### config.mk
export PLATFORM = sky130hd
export DESIGN_NAME = btn_conditioner
export DESIGN_NICKNAME = d
export VERILOG_FILES = /design/src/rtl/btn_conditioner.sv
export SDC_FILE = /design/constraint.sdc
export NUM_CORES = 1
export LEC_CHECK = 0
export CAP_MARGIN = 0
export CORE_MARGIN = 2
export CORE_UTILIZATION = 60
export DETAILED_ROUTE_END_ITERATION = 10
export HOLD_SLACK_MARGIN = 0.15
export MAX_ROUTING_LAYER = met4
export PLACE_DENSITY = 0.82
export SLEW_MARGIN = 20
export SYNTH_ARGS = -nofsm -noshare
export SYNTH_HDL_FRONTEND = slang
export SYNTH_SLANG_ARGS = --single-unit
### constraint.sdc
create_clock -name clk -period 2.3 [get_ports clk]
set_input_delay 0.23 -clock clk [delete_from_list [all_inputs] [get_ports clk]]
set_output_delay 0.23 -clock clk [all_outputs]
set_load 0.01 [all_outputs]
### src/rtl/btn_conditioner.sv
// -----------------------------------------------------------------------------
// btn_conditioner
//
// Per-button input conditioner. Each channel synchronises its raw pin to clk,
// debounces it, and produces a stable level plus registered one-cycle press,
// release and (optionally) auto-repeat pulses. Every channel is independent.
//
// Parameters
//   N_BTN   : number of button channels
//   DB_CYC  : debounce window in clk cycles (>= 1)
//   REP_DLY : cycles from o_press to the first o_repeat (>= 1)
//   REP_PER : cycles between subsequent o_repeat pulses (>= 1)
//   REP_EN  : per-channel auto-repeat enable mask
//
// Ports
//   clk       : system clock
//   rst_n     : asynchronous active-low reset
//   i_btn     : raw asynchronous active-high button pins
//   o_level   : debounced stable level
//   o_press   : one-cycle pulse on debounced 0->1
//   o_release : one-cycle pulse on debounced 1->0
//   o_repeat  : one-cycle auto-repeat pulse while held (enabled channels only)
// -----------------------------------------------------------------------------
module btn_conditioner #(
    parameter int               N_BTN   = 4,
    parameter int               DB_CYC  = 500_000,
    parameter int               REP_DLY = 12_500_000,
    parameter int               REP_PER = 2_500_000,
    parameter logic [N_BTN-1:0] REP_EN  = {N_BTN{1'b0}}
) (
    input  logic             clk,
    input  logic             rst_n,
    input  logic [N_BTN-1:0] i_btn,
    output logic [N_BTN-1:0] o_level,
    output logic [N_BTN-1:0] o_press,
    output logic [N_BTN-1:0] o_release,
    output logic [N_BTN-1:0] o_repeat
);

    localparam int DB_W     = $clog2(DB_CYC + 1);
    localparam int HOLD_MAX = (REP_DLY > REP_PER) ? REP_DLY : REP_PER;
    localparam int HOLD_W   = $clog2(HOLD_MAX + 1);

    localparam logic [DB_W-1:0]   DB_LAST  = DB_W'(DB_CYC - 1);
    localparam logic [HOLD_W-1:0] DLY_LAST = HOLD_W'(REP_DLY - 1);
    localparam logic [HOLD_W-1:0] PER_LAST = HOLD_W'(REP_PER - 1);

    typedef enum logic [1:0] {
        IDLE,
        HOLD_DLY,
        HOLD_REP
    } state_t;

    for (genvar i = 0; i < N_BTN; i++) begin : g_ch

        logic              s1;
        logic              s2;
        logic [DB_W-1:0]   db_cnt;
        logic              level;
        logic              db_done;
        logic              press_ev;
        logic              release_ev;
        logic              press_q;
        logic              release_q;
        logic              repeat_q;
        state_t            state;
        state_t            state_nxt;
        logic [HOLD_W-1:0] hold_cnt;
        logic [HOLD_W-1:0] hold_nxt;
        logic              rep_nxt;

        // ---- stage: two-flop synchroniser ----
        always_ff @(posedge clk or negedge rst_n) begin
            if (!rst_n) begin
                s1 <= 1'b0;
                s2 <= 1'b0;
            end else begin
                s1 <= i_btn[i];
                s2 <= s1;
            end
        end

        // The window completes on the cycle where the disagreement has
        // persisted for DB_CYC consecutive cycles; that same edge flips the
        // level and raises the matching edge pulse.
        assign db_done    = (s2 != level) && (db_cnt == DB_LAST);
        assign press_ev   = db_done && !level;
        assign release_ev = db_done && level;

        // ---- stage: debounce counter, level and edge pulses ----
        always_ff @(posedge clk or negedge rst_n) begin
            if (!rst_n) begin
                db_cnt    <= '0;
                level     <= 1'b0;
                press_q   <= 1'b0;
                release_q <= 1'b0;
            end else begin
                press_q   <= press_ev;
                release_q <= release_ev;
                if (s2 == level) begin
                    db_cnt <= '0;
                end else if (db_cnt == DB_LAST) begin
                    level  <= ~level;
                    db_cnt <= '0;
                end else begin
                    db_cnt <= db_cnt + 1'b1;
                end
            end
        end

        // ---- stage: hold/repeat state register ----
        always_ff @(posedge clk or negedge rst_n) begin
            if (!rst_n) begin
                state    <= IDLE;
                hold_cnt <= '0;
                repeat_q <= 1'b0;
            end else begin
                state    <= state_nxt;
                hold_cnt <= hold_nxt;
                repeat_q <= rep_nxt;
            end
        end

        // Release is tested before any repeat condition so a release landing
        // on a repeat boundary suppresses that repeat.
        always_comb begin
            state_nxt = state;
            hold_nxt  = hold_cnt;
            rep_nxt   = 1'b0;
            case (state)
                IDLE: begin
                    if (press_ev) begin
                        state_nxt = HOLD_DLY;
                        hold_nxt  = '0;
                    end
                end
                HOLD_DLY: begin
                    if (release_ev) begin
                        state_nxt = IDLE;
                        hold_nxt  = '0;
                    end else if (hold_cnt == DLY_LAST) begin
                        // Without repeat enabled the counter parks here.
                        if (REP_EN[i]) begin
                            rep_nxt   = 1'b1;
                            hold_nxt  = '0;
                            state_nxt = HOLD_REP;
                        end
                    end else begin
                        hold_nxt = hold_cnt + 1'b1;
                    end
                end
                HOLD_REP: begin
                    if (release_ev) begin
                        state_nxt = IDLE;
                        hold_nxt  = '0;
                    end else if (hold_cnt == PER_LAST) begin
                        rep_nxt  = 1'b1;
                        hold_nxt = '0;
                    end else begin
                        hold_nxt = hold_cnt + 1'b1;
                    end
                end
                default: begin
                    state_nxt = IDLE;
                    hold_nxt  = '0;
                end
            endcase
        end

        assign o_level[i]   = level;
        assign o_press[i]   = press_q;
        assign o_release[i] = release_q;
        assign o_repeat[i]  = repeat_q;

    end : g_ch

endmodule

# After elaboration in Yosys (flattened, before gate mapping)
# Index checks and enable logic that the tools add are counted.
[totals]
regBits = 204
in_bits = 6
out_inout_bits = 16
elab_cells = 184
[classes]
addsub = 8
n_eq_ne = 40
muxes = 56
bitwise = 8
n_reduce_logical = 36
[op_table]
columns = ["cell", "count"]
rows = [
  ["$mux 24", 20],
  ["$pmux 24 s3", 4],
  ["$mux 19", 8],
  ["$add 24x1->24 const B", 4],
  ["$eq 24x22->1 const B", 4],
  ["$eq 24x24->1 const B", 4],
  ["$add 19x1->19 const B", 4],
  ["$eq 19x19->1 const B", 4],
  ["$reduce_and 2->1", 12],
  ["$mux 2", 8],
  ["$pmux 2 s2", 4],
  ["$logic_and 1x1->1", 12],
  ["$mux 1", 12],
  ["$ne 3x3->1 const B", 4],
  ["$eq 2x1->1 const B", 4],
  ["$eq 2x2->1 const B", 4],
  ["$logic_not 2->1", 4],
  ["$ne 2x1->1 const B", 4],
  ["$ne 2x2->1 const B", 4],
  ["$not 1->1", 8],
  ["$reduce_or 2->1", 4],
  ["$eq 1x1->1", 4],
  ["$logic_not 1->1", 4],
  ["$ne 1x1->1", 4],
]

# Logic depth before layout (Yosys ltp)
[depth]
ltp_word = 5
depth_mapped = 7
ltp_nobuf = 5

# Worst setup path after synthesis
# No wires, ideal clock.
[synth_timing]
kind = "reg-to-reg"
start = "reg g_ch[1].db_cnt[0]"
end = "reg g_ch[1].db_cnt[16]"
setup_ps = 78
arrival_time_ps = 1777
required_ps = 2222
path_slack_ps = 445
stages_incl_launch_ff = 6
path_buffers = 0
synth_period_minus_slack_ps = 1855
path_cell_list = "dfrtp_1 ha_1 nand4_1 or3_2 or4_1 a21oi_1"
[synth_between]
elab_chain_cells = 3
elab_cells_between_ends = 4
classes_between = "add/sub: 1; eq/ne: 1; mux: 2"
[synth_rtl]
columns = ["element", "line_no", "source"]
rows = [
  ["from (decl)", "58", "logic [DB_W-1:0] db_cnt;"],
  ["from (signal assigned)", "106", "db_cnt <= db_cnt + 1'b1;"],
  ["$add 19x1->19 or $eq 19x19->1 (tied branches)", "106, 102", ""],
  ["$mux 19 *", "102", "end else if (db_cnt == DB_LAST) begin"],
  ["$mux 19 *", "100", "if (s2 == level) begin"],
]
# Mark *: on every way between the ends. The rest lies on a longest branch, timed or not.
# A chain may end at the register's enable or synchronous reset.

# Worst setup path after layout
[layout_timing]
start = "reg g_ch[2].db_cnt[5]"
end = "reg g_ch[2].db_cnt[17]"
[layout_between]
elab_chain_cells = 3
elab_cells_between_ends = 4
classes_between = "add/sub: 1; eq/ne: 1; mux: 2"
[layout_rtl]
columns = ["element", "line_no"]
rows = [
  ["from (decl)", "58"],
  ["from (signal assigned)", "106"],
  ["$add 19x1->19 or $eq 19x19->1 (tied branches)", "106, 102"],
  ["$mux 19 *", "102"],
  ["$mux 19 *", "100"],
]
# Marked as above.

==> impl_metrics.toml <==
[yosys]
synth_top_area_share_pct = 52.34
ys_ff_latch = 96
synth_area_leaders = "dfrtp_1, xnor2_1, nor2_1, xor2_1, nand3_1"
synth-edff-count = 0
synth-seq-area-share_pct = 52.34
avgSynthCellArea_sq_um = 10.20
yosysWarningCount = 0
syn_area_sq_um = 4589
syn_inst = 450
async_flop_share_pct = 100.0
ys_types = 38
ys.flop_type = "dfrtp_1"
yosysTopAreaCell = "dfrtp_1"

[die]
pin_count = 22
rows = 31
coreArea_sq_um = 7331
dieWidth_um = 91.46
die_h_um = 91.46
die-area_sq_um = 8365
initial_core_util_pct = 62.60

[power_and_ir_drop]
p_sw_share_pct = 23.21
powerDensity_nw_per_um2 = 611.9
pwr-share-comb_pct = 3.7
p_sw_w = 0.0007185
seq_power_share_pct = 56.1
power.leakage_nw = 2.025
p_int_w = 0.002377
clkPwrFrac_pct = 40.2
ir_drop_v = 0.0003101

[final_layout]
final_area_sq_um = 5059
stdcell_count = 571
drive_gt1_share_pct = 10.17
fillCellCount = 539
final_util_pct = 69.00
final_common_cell = "dfrtp_1"
seq_area_sq_um = 2402
syn_to_final_growth_pct = 10.22
multi_input_area_sq_um = 2002
num_antenna_cells = 0
mostFrequentLayoutCells = "dfrtp_1, nor2_1, xnor2_1, nand2_1, nand3_1"
fin_nets = 477

[critical_path]
cp.arrival_ns = 2.36
cp-end-kind = "flip-flop"
worstPathMaxFanout = 7
critical_path_class = "reg -> reg"
critPathRequiredTime_ns = 2.60
startpoint_type = "flip-flop"

[clock_network]
cts_tree = "yes"
root_buffer = "clkbuf_8"
clk_latency_ns = 0.36
post_cts_buffers = 0
clk_pin_slew_worst_paths_ns = 0.10
clock_sinks = 96
clockBufferDepth = 2
cts_inserted_buffers = 9
htreeDepth = 3

[global_routing]
gr-total-overflow = 0
use_met1_pct = 31.66
groute.usage.overall_pct = 23.09
antenna_found_initial = 0
grt_pass1_vias = 3291
met2_usage_pct = 35.97
grt_pass1_wl_mm = 15.35
grt_use_met3_pct = 3.071
grt_max_degree = 50
grt.busiest_layer = "met2"

[hold_path]
hp-class = "in -> reg"

[detailed_routing]
routed_wl_mm = 8.604
vias = 3358
drt_iter0_markers = 161
ant_nets = 0
wire_per_inst_um = 15.07
vias_per_cell = 5.881
drc_errors = 0
dr.pass1.iters = 4

[placement]
gp_congestion = 0.8814
dp_cells = 554
io_buffers = 17
post-dp-hpwl_mm = 5.759
postPlaceCellArea_sq_um = 4821

[outcome]
status = "complete, no violations"

[timing]
maxSlewViolCount = 0
hold_violations = 0
rsz0062_at_grt = "no"
final-setup-viol-count = 0
fin_crit_ns = 2.060
tns_ns = 0
worst_pin_slew_ns = 0.5405
fin_skew_ns = 0.01122
fmax_mhz = 485.5
max_slew_margin_pct = 63.97
fin_crit_sh_pct = 89.56

[flow_run]
maxCapViolCount = 0
==> layout make-up <==
type / instances / area share (%)
flip-flops and latches: 96 / 47.49
multi-input cells: 322 / 39.57
repair buffers: 28 / 5.244
clock buffers: 9 / 2.449
well taps: 99 / 2.449
clock inverters: 7 / 2.053
inverters: 10 / 0.7420
==> stage by stage <==
step,setup WS [ns],power [W],hold WS [ns]
4_1_cts,0.2400,0.003120,0.3029
5_1_grt,0.1137,0.003207,0.3052
6_report,0.2401,0.003095,0.3033
3_3_place_gp,0.3529,0.001879,0.2406
3_5_place_dp,0.2775,0.001884,0.2473
2_1_floorplan,0.4454,0.001818,-0.06559
==> cell usage after synthesis, types with 2 or more instances <==
cell type  instances
nor4_1            14
mux2_2             4
and4_1             3
nand3_1           25
nand4_2            2
nand4_1           14
xor2_1            19
or3_1              8
and3_1             9
nor3b_1            8
and2_1             3
nor3_1             8
a21oi_1           20
or4_1             16
nor2_1            56
nor4b_1            2
or2_2              3
xnor2_1           34
ha_1               4
o31ai_2            2
or3_2              6
o21ai_0            9
nand2_1           30
buf_2              4
dfrtp_1           96
clkbuf_1           5
o31ai_1            8
nand3_2            3
nand3b_1           2
inv_1             10
buf_4             16
==> logic make-up (layout without fill, tap and decap cells) <==
family	count (synthesis)	count (layout)	synth area share [%]
AOI/OAI and AO/OA	42	42	5.534
xor gates and xnor gates	53	53	10.11
adders and majority gates	4	4	1.091
buffers and inverters	35	54	4.281
DFF	96	96	52.34
muxes	4	4	0.9814
other	1	4	0.08171
and+or+nand+nor	215	215	25.57
==> critical path, cell delays in order (launching register included) <==
cell	delay [ns]
dfrtp_1	0.47
nand4_2	0.21
or4_1	0.65
or4_1	0.51
a21oi_1	0.16
==> per-layer routing <==
| layer | vias up | part of all wire, % |
|---|---|---|
| li1 | 1610 | - |
| met1 | 1659 | 46 |
| met2 | 74 | 49 |
| met3 | 15 | 3.6 |
| met4 | 0 | 1.6 |
| met5 | - | 0 |
==> repair_timing <==
item                                   CTS  global route
hold buffers                             1             0
resized for setup                        0             0
endpoints found under the hold margin   39             0
==> state kept, by name, indices dropped and copies added, names as in the netlist <==
name / cells
g_ch.s1: 4
g_ch.db_cnt: 76
g_ch.level: 4
g_ch.press_q: 4
g_ch.release_q: 4
g_ch.s2: 4
==> worst paths after layout <==
kind                              startpoint                 end  slack [ns]  cells after the start
min in group asynchronous              rst_n   g_ch[0].db_cnt[6]        0.38                      2
min                                 i_btn[0]          g_ch[0].s1        0.30                      1
max reg2reg                g_ch[2].db_cnt[5]  g_ch[2].db_cnt[17]        0.24                      4
max in group asynchronous              rst_n   g_ch[3].db_cnt[9]        1.27                      3
min reg2reg                       g_ch[2].s1          g_ch[2].s2        0.36                      0
max                        g_ch[2].db_cnt[5]  g_ch[2].db_cnt[17]        0.24                      4
==> power by group through the flow <==
stage / Combinational, W / Sequential [W] / Clock [W]
global route: 0.000133 / 0.00174 / 0.00133
CTS: 0.000119 / 0.00174 / 0.00127
finish: 0.000116 / 0.00174 / 0.00124
detailed placement: 0.000116 / 0.00177 / 0
floorplan: 0.0000553 / 0.00176 / 0
global placement: 0.000113 / 0.00177 / 0
(Power assumes the default switching activity.)
